[src/rtl/cube_calc.sv]
// rtl/cube_calc.sv - sequential unsigned cube unit (y = a^3) built around one shared shift-add multiplier
module cube_calc #(
    parameter int WIDTH = 8
) (
    input  logic               clk_i,
    input  logic               rst_i,
    input  logic [WIDTH-1:0]   a_i,
    input  logic               start_i,
    output logic               busy_o,
    output logic [3*WIDTH-1:0] y_bo
);
    localparam int RW = 3 * WIDTH;
    localparam int SW = 2 * WIDTH;
    localparam int CW = (WIDTH > 1) ? $clog2(WIDTH) : 1;

    typedef enum logic [1:0] {
        IDLE = 2'd0,
        SQ   = 2'd1,
        CUBE = 2'd2
    } state_t;

    state_t          state_q, state_d;
    logic [WIDTH-1:0] op_a_q, op_a_d;
    logic [RW-1:0]   acc_q, acc_d;
    logic [SW-1:0]   sq_q, sq_d;
    logic [CW-1:0]   cnt_q, cnt_d;
    logic [RW-1:0]   y_q, y_d;

    logic [RW-1:0]   mcand;
    logic [RW-1:0]   partial;
    logic [RW-1:0]   acc_sum;
    logic            last_step;

    // The multiplier bit always comes from op_a; only the multiplicand switches between a and a*a.
    always_comb begin
        mcand     = (state_q == CUBE) ? {{WIDTH{1'b0}}, sq_q} : {{SW{1'b0}}, op_a_q};
        partial   = op_a_q[cnt_q] ? (mcand << cnt_q) : '0;
        acc_sum   = acc_q + partial;
        last_step = (cnt_q == CW'(WIDTH - 1));
    end

    always_comb begin
        state_d = state_q;
        op_a_d  = op_a_q;
        acc_d   = acc_q;
        sq_d    = sq_q;
        cnt_d   = cnt_q;
        y_d     = y_q;
        case (state_q)
            IDLE: begin
                if (start_i) begin
                    op_a_d  = a_i;
                    acc_d   = '0;
                    cnt_d   = '0;
                    state_d = SQ;
                end
            end
            SQ: begin
                if (last_step) begin
                    sq_d    = acc_sum[SW-1:0];
                    acc_d   = '0;
                    cnt_d   = '0;
                    state_d = CUBE;
                end else begin
                    acc_d = acc_sum;
                    cnt_d = cnt_q + 1'b1;
                end
            end
            CUBE: begin
                if (last_step) begin
                    y_d     = acc_sum;
                    acc_d   = '0;
                    cnt_d   = '0;
                    state_d = IDLE;
                end else begin
                    acc_d = acc_sum;
                    cnt_d = cnt_q + 1'b1;
                end
            end
            default: state_d = IDLE;
        endcase
    end

    always_ff @(posedge clk_i) begin
        if (rst_i) begin
            state_q <= IDLE;
            op_a_q  <= '0;
            acc_q   <= '0;
            sq_q    <= '0;
            cnt_q   <= '0;
            y_q     <= '0;
        end else begin
            state_q <= state_d;
            op_a_q  <= op_a_d;
            acc_q   <= acc_d;
            sq_q    <= sq_d;
            cnt_q   <= cnt_d;
            y_q     <= y_d;
        end
    end

    assign busy_o = (state_q != IDLE);
    assign y_bo   = y_q;
endmodule

[config.mk]
export PLATFORM = sky130hd
export DESIGN_NAME = cube_calc
export DESIGN_NICKNAME = d
export VERILOG_FILES = /design/src/rtl/cube_calc.sv
export SDC_FILE = /design/constraint.sdc
export NUM_CORES = 1
export LEC_CHECK = 0
export BUFFER_PORTS_ARGS = -buffer_cell sky130_fd_sc_hd__buf_2
export CAP_MARGIN = 10
export CORE_MARGIN = 2
export CORE_UTILIZATION = 55
export DETAILED_ROUTE_END_ITERATION = 6
export PLACE_DENSITY = 0.77
export SLEW_MARGIN = 15
export SYNTH_ARGS = -nofsm -noshare
export SYNTH_HDL_FRONTEND = slang
export SYNTH_SLANG_ARGS = --single-unit
[constraint.sdc]
create_clock -name clk_i -period 3.5 [get_ports clk_i]
set_clock_uncertainty 0.2 [all_clocks]
set_input_delay 0.7 -clock clk_i [delete_from_list [all_inputs] [get_ports clk_i]]
set_output_delay 0.7 -clock clk_i [all_outputs]
set_load 0.05 [all_outputs]
==> metrics.txt <==
failing checks design-rule violations, negative setup slack; first-pass GRT wire length 27570 µm; RSZ-0062 raised after global routing yes; WL final 19440 µm; PnR worst setup slack -0.4148 ns; Final setup viols 38; drt drc 4; FF+latch count, synth 77; Commonest cells post-synth 94 x nand2_1, 77 x dfxtp_1, 70 x a21oi_1, 57 x nor2_1, 31 x nand3_1; Worst Path Arrival 4.01 ns; CP max-delay cell or4_1; Synth area leader dfxtp_1; CTS sink cnt 77; WS Path Type flip-flop to flip-flop; Hold-fix buffers, CTS 0; WP depth 15; cell area after synthesis 4943 µm²; FMAX 0.2554 GHz; pin count of the biggest net entering global routing 37; WL/cell 22.27 µm; detailed router's first-iteration violation count 768; worst path cell trace inv_2 > ha_4 > buf_6 > mux2_4 > a21oi_2 > mux2_4 > a21oi_1 > ha_1 > a21oi_1 > nor2_1 > o31ai_1 > a21oi_2 > a211oi_4 > or4_1 > o211ai_1; I/O Pins 36; M1 GR Usage 0.5007; P&R area growth vs syn 42.19%; placed inst area 5861 µm²; Slew Limit Fails 0; WHS 0.2631 ns; initial antenna violation count 0; Synth Net Count 672; M2 GR Usage 0.5301; end point of the critical path y_bo[21]$_SDFFE_PP0P_; DR vias/cell 6.678; nets 800; global route hottest layer met2; final hold viol count 0; leading cell type by number of instances after synthesis nand2_1; max-cap violations 0; Required @ worst endpoint 3.59 ns; Crit Path Max Fanout 6; post-route ant nets 0; share of layout cells above drive strength 1 0.3791; Crit path max-delay family compound AO/OA/AOI/OAI gates; Netlist cell types 63; leakage 2.790 nW; Final min period 3.915 ns; HPWL after DPL 11920 µm; sequential share of the synthesized area 0.3118; Inserted Diodes 0; Die H 98.81 µm; CP startpoint state_q[0]$_SDFFE_PP0P_; CTS H-tree lvls 3; Slew HR 0.1884; Die ar. 9762 µm²; Reg-to-Reg Start state_q[0]$_SDFFE_PP0P_; row cnt 34; CTS tree yes; Clk pin slew, worst setup/hold paths 0.09 ns; met3 Resource Use GR 0.08511; Post-synth top flop dfxtp_1; CP max stage delay 0.53 ns; worst flop-to-flop path endpoint y_bo[21]$_SDFFE_PP0P_; Pwr Density 262.8 nW/µm²; Synth area leaders dfxtp_1 31%, nand2_1 7.1%, a21oi_1 7.1%; Chip Width 98.81 µm; Gate Count Post-Synth 632; Tot GR Track Use 0.3553; number of fill cells 500; total CTS buffers 9; Slew @ Worst Pin 1.209 ns; flop2flop setup slack -0.41 ns; status complete, but fails checks; Buf/Inv on CP 2; Root Driver clkbuf_8; fin area 7029 µm²; Pre-antenna DRT Iters 7; FF-to-FF path depth 15; Mapped Avg Cell Area 7.822 µm²; post-synth top area share 0.3118; Async SR Flop Fraction 0; vias in the first global route 5386; Post-synth EDFFs 0; clk buf depth 2; Yosys warning count 0; grt ovf 0; clk_lat worst skew 0.37 ns; initial core utilization 0.5669; Worst VDD drop 0.2631 mV; Core Area 8721 µm²; Worst Hold Class flip-flop to flip-flop; vias 5830; Setup TNS -8.025 ns; endpoint type of the worst setup path flip-flop; Tcrit/Tclk final 1.119; IO Port Bufs 35; crit start category flip-flop; GPL Wtd Cong 1.120
where the power goes:
part / switching [mW] / leakage, nW / internal, mW
Sequential: 0.0132 / 0.623 / 0.885
Combinational: 0.166 / 2.07 / 0.102
Clock: 0.378 / 0.0926 / 0.303
Total: 0.558 / 2.79 / 1.29
timing repair:
action / in CTS / in global routing
setup endpoints to repair: 40 / 45
setup buffers: 22 / 11
pin swaps: 36 / 37
resized for setup: 66 / 85
cell families after synthesis:
| kind of cell | Yosys count | synth area share |
|---|---|---|
| AO/OA/AOI/OAI | 195 | 0.2564 |
| multiplexers | 30 | 0.07796 |
| XOR/XNOR | 16 | 0.02835 |
| flip-flops | 77 | 0.3118 |
| buffers and inverters | 53 | 0.04151 |
| adder cells (fa/ha/maj) | 29 | 0.07492 |
| AND/OR/NAND/NOR | 232 | 0.2091 |
metrics by stage:
step | power (mW) | util | worst slack, ns | cells
3_3_place_gp | 1.123 | 0.6720 | -0.3431 | 831
2_1_floorplan | 1.036 | - | -0.02271 | 632
4_1_cts | 1.802 | 0.7501 | -0.1947 | 865
6_report | 1.847 | 0.8060 | -0.4148 | 873
3_5_place_dp | 1.127 | 0.6720 | -0.5089 | 831
5_1_grt | 1.885 | 0.8060 | -0.5093 | 873
per-layer routing:
| layer | wire, µm | share of wire | vias to the layer above |
|---|---|---|---|
| li1 | - | - | 2550 |
| met1 | 7744 | 0.40 | 2719 |
| met2 | 8338 | 0.43 | 450 |
| met3 | 2363 | 0.12 | 111 |
| met4 | 996 | 0.051 | 0 |
| met5 | 0 | 0 | - |
tightest hold or removal path, stage by stage (launching register included):
cell	delay [ns]
dfxtp_1	0.31
nand2_1	0.05
a21oi_1	0.05
registers in the layout, summed over array words and instances (netlist names):
name,cells
acc_q,24
cnt_q,3
op_a_q,8
sq_q,16
state_q,2
y_bo,24
placed cells by master, fill, tap and decap left out, types with 6 or more instances in the layout:
master,Yosys,final
a211oi_1,12,8
nand2_1,94,89
nand3_1,31,26
buf_2,5,35
inv_1,13,12
buf_4,0,103
o21a_1,9,8
o21ai_1,7,12
mux2i_1,16,7
nor3_1,12,8
mux2_2,8,6
dfxtp_1,77,74
a21o_1,7,7
a21oi_1,70,53
a31oi_1,9,7
a21oi_2,1,13
buf_6,0,15
mux4_2,6,6
o21ai_0,25,16
clkbuf_8,0,11
a22oi_1,6,6
nor2_1,57,51
ha_1,28,19
ha_4,0,9
how the worst min path moves through the flow:
stage                                 startpoint                     end  cells past startpoint
final                      y_bo[13]$_SDFFE_PP0P_   y_bo[13]$_SDFFE_PP0P_                      2
after global routing        y_bo[8]$_SDFFE_PP0P_    y_bo[8]$_SDFFE_PP0P_                      2
after CTS                  y_bo[13]$_SDFFE_PP0P_   y_bo[13]$_SDFFE_PP0P_                      2
after detailed placement   y_bo[15]$_SDFFE_PP0P_   y_bo[15]$_SDFFE_PP0P_                      2
after global placement     y_bo[18]$_SDFFE_PP0P_   y_bo[18]$_SDFFE_PP0P_                      2
after floorplan           acc_q[12]$_SDFFE_PP0P_  acc_q[12]$_SDFFE_PP0P_                      2
cell type report:
class | count | area, µm² | share of cell area
multi-input combinational | 502 | 3926 | 0.5586
sequential | 77 | 1545 | 0.2198
timing repair buffer | 156 | 1177 | 0.1675
clock buffer | 11 | 151.4 | 0.02154
tap | 108 | 135.1 | 0.01922
inverter | 14 | 52.55 | 0.007476
clock inverter | 5 | 41.29 | 0.005874
Note: power is estimated with default switching activity, not from simulation.
